## src/rtl/config_chain_loader_pkg.sv

```systemverilog
// Shared definitions for the configuration chain loader.
// Package cfg_loader_pkg:
//   DEF_WORD_W / DEF_LEN_W : default bitstream word width and chain-length width
//   state_t                : loader FSM states (IDLE, FETCH, SHIFT, DONE)
//   cnt_width()            : width of a counter that must hold the value 0..w
package cfg_loader_pkg;

  localparam int DEF_WORD_W = 32;
  localparam int DEF_LEN_W  = 20;

  typedef enum logic [1:0] {
    IDLE  = 2'd0,
    FETCH = 2'd1,
    SHIFT = 2'd2,
    DONE  = 2'd3
  } state_t;

  function automatic int cnt_width(input int w);
    return $clog2(w + 1);
  endfunction

endpackage

```

## src/rtl/config_chain_loader_if.sv

```systemverilog
// Bitstream word stream into the configuration chain loader.
// Signals:
//   word_data  : bitstream word, MSB is shifted into the chain first
//   word_valid : word_data holds a word
//   word_ready : loader takes the word this cycle
// Handshake: a word transfers on a rising edge where word_valid and
// word_ready are both high; the source keeps word_data/word_valid stable
// until that edge, and word_ready never depends on word_valid.
// Modports: master = word source, slave = loader.
interface config_chain_loader_if
  import cfg_loader_pkg::*;
#(
  parameter int WORD_W = DEF_WORD_W
) ();

  logic [WORD_W-1:0] word_data;
  logic              word_valid;
  logic              word_ready;

  modport master (output word_data, output word_valid, input word_ready);
  modport slave  (input word_data, input word_valid, output word_ready);

endinterface

```

## src/rtl/config_chain_loader_packer.sv

```systemverilog
// Readback packer: gathers chain-tail bits into words, first bit in the MSB.
// Ports:
//   clk, reset : clock and synchronous active-high reset
//   capture    : take bit_in this cycle (one chain shift)
//   bit_in     : serial bit from the chain tail
//   flush      : this capture is the last of the load; emit a partial word
//   rb_data    : packed readback word (partial words are zero-padded in the LSBs)
//   rb_valid   : one-cycle strobe for rb_data
module cfg_readback_packer
  import cfg_loader_pkg::*;
#(
  parameter int WORD_W = DEF_WORD_W
) (
  input  logic              clk,
  input  logic              reset,
  input  logic              capture,
  input  logic              bit_in,
  input  logic              flush,
  output logic [WORD_W-1:0] rb_data,
  output logic              rb_valid
);

  localparam int CW = cnt_width(WORD_W);
  localparam logic [CW-1:0] FULL = CW'(WORD_W);

  logic [WORD_W-1:0] pack;
  logic [CW-1:0]     cnt;
  logic [WORD_W-1:0] pack_next;
  logic [CW-1:0]     cnt_next;
  logic [CW-1:0]     pad;

  assign pack_next = {pack[WORD_W-2:0], bit_in};
  assign cnt_next  = cnt + CW'(1);
  // Left-justify a partial word so its first bit lands in the MSB.
  assign pad       = FULL - cnt_next;

  always_ff @(posedge clk) begin
    if (reset) begin
      pack     <= '0;
      cnt      <= '0;
      rb_data  <= '0;
      rb_valid <= 1'b0;
    end else begin
      rb_valid <= 1'b0;
      if (capture) begin
        if (cnt_next == FULL) begin
          rb_data  <= pack_next;
          rb_valid <= 1'b1;
          pack     <= '0;
          cnt      <= '0;
        end else if (flush) begin
          rb_data  <= pack_next << pad;
          rb_valid <= 1'b1;
          pack     <= '0;
          cnt      <= '0;
        end else begin
          pack <= pack_next;
          cnt  <= cnt_next;
        end
      end
    end
  end

endmodule

```

## src/rtl/config_chain_loader.sv

```systemverilog
// Configuration chain loader: fetches bitstream words and shifts chain_len
// bits, MSB first, into a serial configuration chain.
// Optional feature: define CFG_READBACK_EN to pack the chain tail into
// readback words (rb_data/rb_valid); otherwise those outputs are tied to 0.
// Ports:
//   prog_clk, reset : clock and synchronous active-high reset
//   start, chain_len: load request and number of chain bits (latched in IDLE)
//   word_bus        : word stream (slave side)
//   sc_head, shift_en, config_enable, sc_tail : chain-side signals
//   busy, done      : busy outside IDLE; one-cycle completion pulse
//   rb_data, rb_valid : readback word and strobe
//   fsm_state       : current FSM state, for observation
module config_chain_loader
  import cfg_loader_pkg::*;
#(
  parameter int WORD_W = DEF_WORD_W,
  parameter int LEN_W  = DEF_LEN_W
) (
  input  logic                   prog_clk,
  input  logic                   reset,
  input  logic                   start,
  input  logic [LEN_W-1:0]       chain_len,
  config_chain_loader_if.slave   word_bus,
  output logic                   sc_head,
  output logic                   shift_en,
  output logic                   config_enable,
  input  logic                   sc_tail,
  output logic                   busy,
  output logic                   done,
  output logic [WORD_W-1:0]      rb_data,
  output logic                   rb_valid,
  output state_t                 fsm_state
);

  localparam int CW = cnt_width(WORD_W);

  state_t            state, state_next;
  logic [LEN_W-1:0]  remaining;
  logic [CW-1:0]     word_cnt;
  logic [WORD_W-1:0] shreg;
  logic              fetch_ready;
  logic              last_bit;

  assign word_bus.word_ready = fetch_ready;
  assign fsm_state           = state;
  assign last_bit            = (remaining == LEN_W'(1));

  always_ff @(posedge prog_clk) begin
    if (reset) begin
      state     <= IDLE;
      remaining <= '0;
      word_cnt  <= '0;
      shreg     <= '0;
    end else begin
      state <= state_next;
      case (state)
        IDLE: if (start) remaining <= chain_len;
        FETCH: if (word_bus.word_valid) begin
          shreg <= word_bus.word_data;
          // The last word may be only partly used; its spare LSBs are never shifted out.
          word_cnt <= (remaining < LEN_W'(WORD_W)) ? CW'(remaining) : CW'(WORD_W);
        end
        SHIFT: begin
          shreg     <= {shreg[WORD_W-2:0], 1'b0};
          word_cnt  <= word_cnt - CW'(1);
          remaining <= remaining - LEN_W'(1);
        end
        default: ;
      endcase
    end
  end

  always_comb begin
    state_next    = state;
    fetch_ready   = 1'b0;
    shift_en      = 1'b0;
    sc_head       = 1'b0;
    config_enable = 1'b0;
    busy          = 1'b1;
    done          = 1'b0;
    unique case (state)
      IDLE: begin
        busy = 1'b0;
        if (start) state_next = (chain_len == '0) ? DONE : FETCH;
      end
      FETCH: begin
        fetch_ready   = 1'b1;
        config_enable = 1'b1;
        if (word_bus.word_valid) state_next = SHIFT;
      end
      SHIFT: begin
        shift_en      = 1'b1;
        sc_head       = shreg[WORD_W-1];
        config_enable = 1'b1;
        if (last_bit) state_next = DONE;
        else if (word_cnt == CW'(1)) state_next = FETCH;
      end
      DONE: begin
        done       = 1'b1;
        state_next = IDLE;
      end
    endcase
  end

`ifdef CFG_READBACK_EN
  cfg_readback_packer #(.WORD_W(WORD_W)) u_packer (
    .clk      (prog_clk),
    .reset    (reset),
    .capture  (shift_en),
    .bit_in   (sc_tail),
    .flush    (shift_en && last_bit),
    .rb_data  (rb_data),
    .rb_valid (rb_valid)
  );
`else
  assign rb_data  = '0;
  assign rb_valid = 1'b0;
  logic unused_tail;
  assign unused_tail = sc_tail;
`endif

endmodule

```

## src/flat_wrapper.sv

```systemverilog
// flat-port wrapper written by rule: the top's interface ports become plain ports
module config_chain_loader_flat import cfg_loader_pkg::*;
#(
  parameter int WORD_W = DEF_WORD_W,
  parameter int LEN_W  = DEF_LEN_W
)
  (prog_clk, reset, start, chain_len, sc_head, shift_en, config_enable, sc_tail, busy, done, rb_data, rb_valid, fsm_state, word_bus_word_data, word_bus_word_valid, word_bus_word_ready);
  config_chain_loader_if #(.WORD_W(WORD_W)) word_bus_i ();
  input  logic prog_clk;
  input  logic reset;
  input  logic start;
  input  logic [LEN_W-1:0] chain_len;
  output logic sc_head;
  output logic shift_en;
  output logic config_enable;
  input  logic sc_tail;
  output logic busy;
  output logic done;
  output logic [WORD_W-1:0] rb_data;
  output logic rb_valid;
  output state_t fsm_state;
  input wire logic [$bits(word_bus_i.word_data)-1:0] word_bus_word_data;
  input wire logic [$bits(word_bus_i.word_valid)-1:0] word_bus_word_valid;
  output wire logic [$bits(word_bus_i.word_ready)-1:0] word_bus_word_ready;
  assign word_bus_i.word_data = word_bus_word_data;
  assign word_bus_i.word_valid = word_bus_word_valid;
  assign word_bus_word_ready = word_bus_i.word_ready;
  config_chain_loader #(.WORD_W(WORD_W), .LEN_W(LEN_W)) u_core (.prog_clk(prog_clk), .reset(reset), .start(start), .chain_len(chain_len), .word_bus(word_bus_i), .sc_head(sc_head), .shift_en(shift_en), .config_enable(config_enable), .sc_tail(sc_tail), .busy(busy), .done(done), .rb_data(rb_data), .rb_valid(rb_valid), .fsm_state(fsm_state));
endmodule
```

## config.mk

```make
export PLATFORM = sky130hd
export DESIGN_NAME = config_chain_loader_flat
export DESIGN_NICKNAME = d
export VERILOG_FILES = /design/src/rtl/config_chain_loader_pkg.sv /design/src/rtl/config_chain_loader_if.sv /design/src/rtl/config_chain_loader_packer.sv /design/src/rtl/config_chain_loader.sv /design/src/flat_wrapper.sv
export SDC_FILE = /design/constraint.sdc
export NUM_CORES = 1
export LEC_CHECK = 0
export BUFFER_PORTS_ARGS = -buffer_cell sky130_fd_sc_hd__buf_2
export CAP_MARGIN = 0
export CELL_PAD_IN_SITES_DETAIL_PLACEMENT = 0
export CELL_PAD_IN_SITES_GLOBAL_PLACEMENT = 1
export CORE_ASPECT_RATIO = 1.4
export CORE_MARGIN = 1.5
export CORE_UTILIZATION = 42
export DETAILED_ROUTE_END_ITERATION = 10
export PLACE_DENSITY = 0.94
export SLEW_MARGIN = 20
export SYNTH_ARGS = -nofsm -noshare
export SYNTH_HDL_FRONTEND = slang
export SYNTH_HIERARCHICAL = 1
export SYNTH_SLANG_ARGS = --single-unit
```

## constraint.sdc

```tcl
create_clock -name prog_clk -period 5.25 [get_ports prog_clk]
set_clock_uncertainty 0.15 [all_clocks]
set_input_delay 1.05 -clock prog_clk [delete_from_list [all_inputs] [get_ports prog_clk]]
set_output_delay 1.05 -clock prog_clk [all_outputs]
set_load 0.005 [all_outputs]
```

---- After elaboration in Yosys (flattened, before gate mapping) ----
Cells that the tools add are included.
word-level totals
  register bits ........................... 60
  output and inout bits ................... 41
cells by class
  add/subtract/negate cells ............... 2
  $lt $le $gt $ge ......................... 1
  equal/unequal tests ..................... 8
  muxes and demuxes ....................... 19
  reductions and logical operators ........ 8
operators by type and width
  kind                   count
  $pmux 32 s2            1
  $pmux 20 s2            1
  $mux 32                1
  $eq 20x1->1 const B    1
  $logic_not 20->1       1
  $lt 20x6->1 const B    1
  $mux 20                1
  $sub 20x1->20 const B  1
  $mux 6                 2
  $pmux 6 s2             1
  $mux 2                 5
  $pmux 2 s4             1
  $eq 6x1->1 const B     1
  $mux 1                 6
  $sub 6x1->6 const B    1
  $eq 2x2->1 const B     2
  $ne 2x2->1 const B     2
  $reduce_and 2->1       2
  $reduce_bool 2->1      2
  $ne 3x1->1 const B     1
  $reduce_and 3->1       1
  $eq 2x1->1 const B     1
  $logic_not 2->1        1
  $reduce_or 2->1        1

---- Logic depth before layout (Yosys ltp) ----
Gate-level depths: netlist of the first run.
  depth after elaboration ................. 4
  depth in mapped cells ................... 9
  mapped depth without buffers ............ 7

---- Worst setup path after synthesis of the first run ----
No wires, ideal clock.
  path type ............................... register to output
  start point ............................. reg u_core.state[0], in the netlist u_core/fsm_state[0]
  end point ............................... out sc_head
  data arrival time ....................... 1.366 ns
  required time ........................... 4.050 ns
  setup slack ............................. 2.684 ns
  stages on the path, launching flop included .. 7
  cell sequence ........................... dfxtp_1 -> inv_1 -> ha_1 -> clkbuf_8 -> clkbuf_1 -> clkbuf_8 -> and2_1
between the ends
  word-level cells in the longest chain between the ends .. 2
ends and longest elaborated chain
  what                      line                       RTL
  start: declaration        config_chain_loader.sv:37  state_t state, state_next;
  start signal: assignment  config_chain_loader.sv:55  state <= state_next;
  $eq 2x2->1                config_chain_loader.sv:81  unique case (state)
  $mux 1                    config_chain_loader.sv:81
  end: declaration          flat_wrapper.sv:13         output logic sc_head;
Every way passes these cells.

---- Final worst setup path of the first run ----
Same ends and word-level chain as after synthesis.

==> run_results.csv, run 1 <==
group,metric,value,unit
outcome,status,"completed",
route,num_vias,3254,
global_route,use_met2,31.4,%
cts,post_cts_resized,0,
route,vias_per_cell,5.57,
placement,pre_cts_slack,2.24,ns
global_route,grt.total_usage,19.2,%
critical_path,crit_path_top_delay_cell,"buf_4",
cts,cts_setup_buffers,0,
critical_path,critPathKind,"register to output pin",
floorplan,core,8250,sq um
cts,clk_latency,0.32,ns
sta,fin_setup_tns,0,ns
critical_path,path_max_fanout,43,
placement,dpl.hpwl,5740,microns
critical_path,crit_start,"u_core/fsm_state[0]",
placement,place.gp.congestion,0.828,
global_route,met1_usage,24.1,%
cts,cts-buffers-inserted,9,
sta,setup_ws,1.88,ns
layout,antenna_cells,0,
route,ant_nets,0,
critical_path,critPathLaunchType,"register",
synth,syn_inst,431,
critical_path,cp.required,4.05,ns
cts,clock_sinks,60,
critical_path,regToRegSetupSlack,2.29,ns
global_route,antenna_found_initial,0,
critical_path,rr_worst_depth,7,
synth,synth_cell_types,59,
sta,fmax,297,MHz
global_route,use_met3,3.41,%
worst_hold_path,hp-class,"register to register",
global_route,grt_pass1_wl,13800,microns
sta,worstMarginPinSlew,0.788,ns
layout,final_net_count,543,
critical_path,r2r-start,"u_core/fsm_state[0]",
global_route,grt-ovfl-total,0,
layout,syn2layout_area_growth,15.0,%
floorplan,std_cell_rows,39,
route,wirelength,8340,microns
pwr,p_leak,0.00158,uW
critical_path,critical_path.max_stage_delay,0.59,ns
synth,synth_area_leaders,"dfxtp_1 33%, mux2i_1 9.2%, a211oi_1 7.7%",
pwr,powerDensity,645,nW/um^2
cts,hold_buffers,0,
route,first_pass_iters,4,
cts,clkSlewWorstSetupHoldPaths,0.05,ns
cts,cts_tree,"built",
floorplan,dieWidth,81.2,microns
sta,drv_slew,0,
synth,synth_top_cell_by_area,"dfxtp_1",
synth,yosysMostFrequentCell,"dfxtp_1",
global_route,grt_start_max_net_pins,61,
synth,syn_avg_cell_area,8.33,sq um
cts,htree_levels,3,
synth,synth_edf_count,0,
layout,drive_gt1_share,20.3,%
route,route.detailed.drc,0,
floorplan,die_area,9120,sq um
pwr,p_total,2660,uW
sta,rsz0062_at_grt,"no",
route,first_iter_violations,238,
critical_path,arrival,2.17,ns
global_route,grt_pass1_vias,2998,
worst_hold_path,hp-start,"u_core/shreg[0]",
synth,synthArstFlopShare,0,%
cts,root_buffer,"clkbuf_16",
synth,ys_seq_area_share,33.4,%
synth,synth-main-ff-cell,"dfxtp_1",
global_route,busiest_layer,"met2",
cts,cts_max_path_buffers,2,
synth,synth_seq_cells,60,
floorplan,die_y,112,microns
placement,port_buffers,63,
job,cap_violations,0,
synth,ys_top_cells_by_count,"60 x dfxtp_1, 48 x nor2_1, 37 x a211oi_1",
synth,ys_warn_count,6,
layout,num-fill-cells,821,
floorplan,io_pins,98,
sta,fin_crit,3.37,ns
sta,finalHoldViolCount,0,
sta,slew_headroom,46.4,%
critical_path,crit_chain,"inv_1 > ha_4 > buf_4 > and2_1 > buf_2",
floorplan,initial_core_util,43.6,%
sta,final.period_utilization,64.1,%
critical_path,crit_path_end,"sc_head",
pwr,ir_drop,315,uV
synth,netlist_area,3590,sq um
sta,setup_viol,0,
route,wl_per_cell,14.3,microns
synth,synth_top_area_share,33.4,%
critical_path,reg2reg_to,"u_core/shreg[18]",
critical_path,cp-end-kind,"output pin",
[registers in the layout (all words and copies together) (netlist names)]
| register | count |
|---|---|
| u_core/fsm_state | 2 |
| u_core/shreg | 32 |
| u_core/word_cnt | 6 |
| u_core/remaining | 20 |
[routing by layer]
metal | share of wire, % | vias up
met5 | 0 | -
met4 | 2.0 | 0
met3 | 5.0 | 14
met2 | 50 | 94
met1 | 43 | 1523
li1 | - | 1623
[cell usage in the layout (no fill, tap or decap), drive strengths merged, types with 9 or more instances in the layout]
master  synthesis  final
a21oi          20     20
nor3           10     10
clkbuf         25     11
nand2          25     25
dfxtp          60     60
a211oi         37     37
inv            12     12
nor2           48     48
buf            36     66
nor4            9      9
mux2i          33     33
o21ai          22     22
conb            1     33
[worst max-delay path: cells and delay by family, from the launching register on]
family	cells	cell delay, ns
buffers and inverters	3	0.85
adders and majority gates	1	0.42
DFF	1	0.34
and+or+nand+nor	1	0.20
[cell type report]
class,count,area [sq um],area share [%]
repair buffers,66,340,8.24
inverters,12,45.0,1.09
clock buffers,11,253,6.12
flip-flops and latches,60,1200,29.1
clock inverters,4,72.6,1.76
multi-input cells,329,2090,50.6
well taps,102,128,3.09
[logic make-up after synthesis]
family	after synthesis	share of synthesized area, %
simple gates	130	18.3
compound gates	122	23.0
buf+inv	74	12.4
flops	60	33.4
mux	33	9.20
fa+ha+maj	8	2.79
xor+xnor	3	0.732
other cells	1	0.104
[power by group]
group	total, uW	leakage [uW]	switching, uW	internal [uW]
registers	812	0.000494	161	650
logic	1210	0.000929	729	486
clock network	638	0.000158	200	437
total	2660	0.00158	1090	1570
[worst min path at each step]
stage                            endpoint  slack, ns  cells past startpoint
final                     u_core/shreg[0]       0.33                      2
after global routing      u_core/shreg[0]       0.34                      2
after floorplan           u_core/shreg[0]       0.28                      2
after global placement    u_core/shreg[0]       0.30                      2
after CTS                 u_core/shreg[0]       0.33                      2
after detailed placement  u_core/shreg[0]       0.31                      2
[metrics by stage]
step	std cells	hold WS, ns	util (%)	cell area, sq um
floorplan	463	0.282	-	3710
global placement	569	0.299	46.1	3800
detailed placement	569	0.309	46.1	3800
CTS	584	0.330	50.1	4130
global route	584	0.343	50.1	4130
finish	584	0.332	50.1	4130
(Power assumes the default switching activity.)
==> run 2: changes to the inputs <==
--- a/config.mk
+++ b/config.mk
@@ -11,9 +11,9 @@
 export CELL_PAD_IN_SITES_GLOBAL_PLACEMENT = 1
 export CORE_ASPECT_RATIO = 1.4
 export CORE_MARGIN = 1.5
-export CORE_UTILIZATION = 42
+export CORE_UTILIZATION = 39
 export DETAILED_ROUTE_END_ITERATION = 10
-export PLACE_DENSITY = 0.94
+export PLACE_DENSITY = 0.89
 export SLEW_MARGIN = 20
 export SYNTH_ARGS = -nofsm -noshare
 export SYNTH_HDL_FRONTEND = slang
==> constraint.sdc (replaced) <==
create_clock -name prog_clk -period 3.1 [get_ports prog_clk]
set_clock_uncertainty 0.15 [all_clocks]
set_input_delay 0.62 -clock prog_clk [delete_from_list [all_inputs] [get_ports prog_clk]]
set_output_delay 0.62 -clock prog_clk [all_outputs]
set_load 0.005 [all_outputs]
==> run 2 against run 1 <==
Routed wire length grew 0.66%. Clock-buffer cell count is the same. Final area decreased by 0.61%. Non-clock buffer count increased by 4. Setup slack got worse by 1.4 ns. Hold slack worse by 0.022 ns. Register-to-register slack worse by 1.6 ns. Global-route usage is 0.74 points lower. Critical path depth unchanged. First-iteration DRC count shrank 38%. Sequential share of layout area rose by 0.18 points.
==> run_results.csv, run 2 (synthesis gave the netlist of run 1 again) <==
group,metric,value,unit
outcome,status,"completed",
floorplan,die_y,117,microns
pwr,power_frac_comb,48.1,%
route,wl_met2,4090,microns
global_route,grt-ovfl-total,0,
floorplan,std_cell_rows,41,
route,first_iter_violations,148,
pwr,power.net_switching,1830,uW
sta,setup_viol,0,
route,route.detailed.drc,0,
layout,largest_register,"u_core/shreg",
critical_path,arrival,1.84,ns
route,wl_met3,519,microns
pwr,power.share.sequential,31.6,%
layout,largest_reg_flops,32,
floorplan,core,8980,sq um
job,cap_violations,0,
cts,clkSlewWorstSetupHoldPaths,0.05,ns
placement,place.gp.congestion,0.793,
sta,fmax,383,MHz
layout,antenna_cells,0,
route,ant_nets,0,
layout,reg.largest.list,"u_core/shreg: 32 flops, u_core/remaining: 20 flops, u_core/word_cnt: 6 flops",
cts,hold_buffers,0,
route,wirelength,8400,microns
layout,final_cells,592,
critical_path,critical_path.max_stage_delay,0.41,ns
cts,cts_setup_buffers,0,
pwr,swShare,42.2,%
layout,final_common_cell,"buf_2",
worst_hold_path,hp-class,"register to register",
route,first_pass_iters,4,
layout,final_cell_mix,"63 x buf_2, 60 x dfxtp_1, 48 x nor2_1",
floorplan,initial_core_util,40.0,%
sta,rsz0062_at_grt,"no",
critical_path,critPathKind,"register to output pin",
route,wl_per_cell,14.2,microns
route,wl_met1,3520,microns
global_route,grt_start_max_net_pins,71,
floorplan,io_pins,98,
floorplan,dieWidth,84.1,microns
layout,syn2layout_area_growth,14.3,%
critical_path,path_max_fanout,56,
pwr,power.share.clock,20.3,%
cts,clock_sinks,60,
sta,drv_slew,0,
sta,final.period_utilization,84.3,%
pwr,p_total,4340,uW
pwr,ir_drop,583,uV
global_route,grt_pass1_vias,3022,
critical_path,crit_chain,"inv_1 > ha_4 > buf_12 > and2_1 > buf_2",
global_route,grt_pass1_wl,14400,microns
placement,place_inst,578,
pwr,powerDensity,1060,nW/um^2
cts,clk_latency,0.33,ns
critical_path,crit_path_top_delay_cell,"ha_4",
critical_path,critPathLaunchType,"register",
sta,setup_ws,0.486,ns
layout,drive_gt1_share,20.4,%
global_route,grt.total_usage,18.4,%
pwr,p_leak,0.00158,uW
global_route,antenna_found_initial,0,
route,vias_per_cell,5.44,
route,route.top_layer_used,"met4",
cts,cts-buffers-inserted,9,
critical_path,cp-end-kind,"output pin",
sta,finalHoldViolCount,0,
placement,pre_cts_slack,0.734,ns
placement,dpl.hpwl,5750,microns
critical_path,cp.required,2.33,ns
cts,htree_levels,3,
cts,root_buffer,"clkbuf_16",
sta,worstMarginPinSlew,0.649,ns
cts,cts_tree,"built",
sta,slew_headroom,56.7,%
placement,port_buffers,63,
cts,cts_max_path_buffers,2,
sta,fin_setup_tns,0,ns
sta,fin_crit,2.61,ns
cts,post_cts_resized,0,
floorplan,die_area,9800,sq um
route,num_vias,3221,
layout,final_net_count,547,
pwr,power.internal,2510,uW
==> run 2: cell types whose count changed in the layout (fill, tap and decap cells not counted), sizes merged <==
cell	delta
buf	+4
clkinv	+2
clkinvlp	-1
bufinv	-2
==> run 2: per-stage QoR <==
stage | instance area [sq um] | hold slack [ns] | util [%]
2_1_floorplan | 3710 | 0.282 | -
3_3_place_gp | 3850 | 0.304 | 42.9
3_5_place_dp | 3850 | 0.301 | 42.9
4_1_cts | 4110 | 0.315 | 45.7
5_1_grt | 4110 | 0.354 | 45.7
6_report | 4110 | 0.310 | 45.7
==> run 2: worst paths after layout <==
kind                        from                    to  slack, ns  cells after the start
max          u_core/fsm_state[0]               sc_head       0.49                      5
min              u_core/shreg[0]       u_core/shreg[0]       0.31                      2
max reg2reg  u_core/remaining[0]  u_core/remaining[10]       0.72                      7
min reg2reg      u_core/shreg[0]       u_core/shreg[0]       0.31                      2
==> run 2: per-layer routing <==
layer / track usage, % / vias up
li1: - / 1630
met1: 21.4 / 1480
met2: 31.1 / 96
met3: 4.03 / 15
met4: 11.3 / 0
met5: 0 / -
==> run 2: power by group through the flow <==
stage | combinational [uW] | sequential, uW | clock, uW
6_report | 2090 | 1370 | 882
3_5_place_dp | 2080 | 1380 | 0
4_1_cts | 2090 | 1370 | 902
3_3_place_gp | 2040 | 1360 | 0
2_1_floorplan | 1670 | 1310 | 0
5_1_grt | 2380 | 1420 | 932
==> run 2: critical path, delay by kind of cell, from the launching register on <==
family | cells | cell delay, ns
flops | 1 | 0.34
simple gates | 1 | 0.17
fa+ha+maj | 1 | 0.41
buf+inv | 3 | 0.59
==> run 2: final cells by class <==
class / instances / area, sq um
fillers: 908 / 4870
inverters: 12 / 45.0
flip-flops and latches: 60 / 1200
multi-input cells: 329 / 2090
clock inverters: 3 / 15.0
well taps: 107 / 134
clock buffers: 11 / 243
repair buffers: 70 / 380
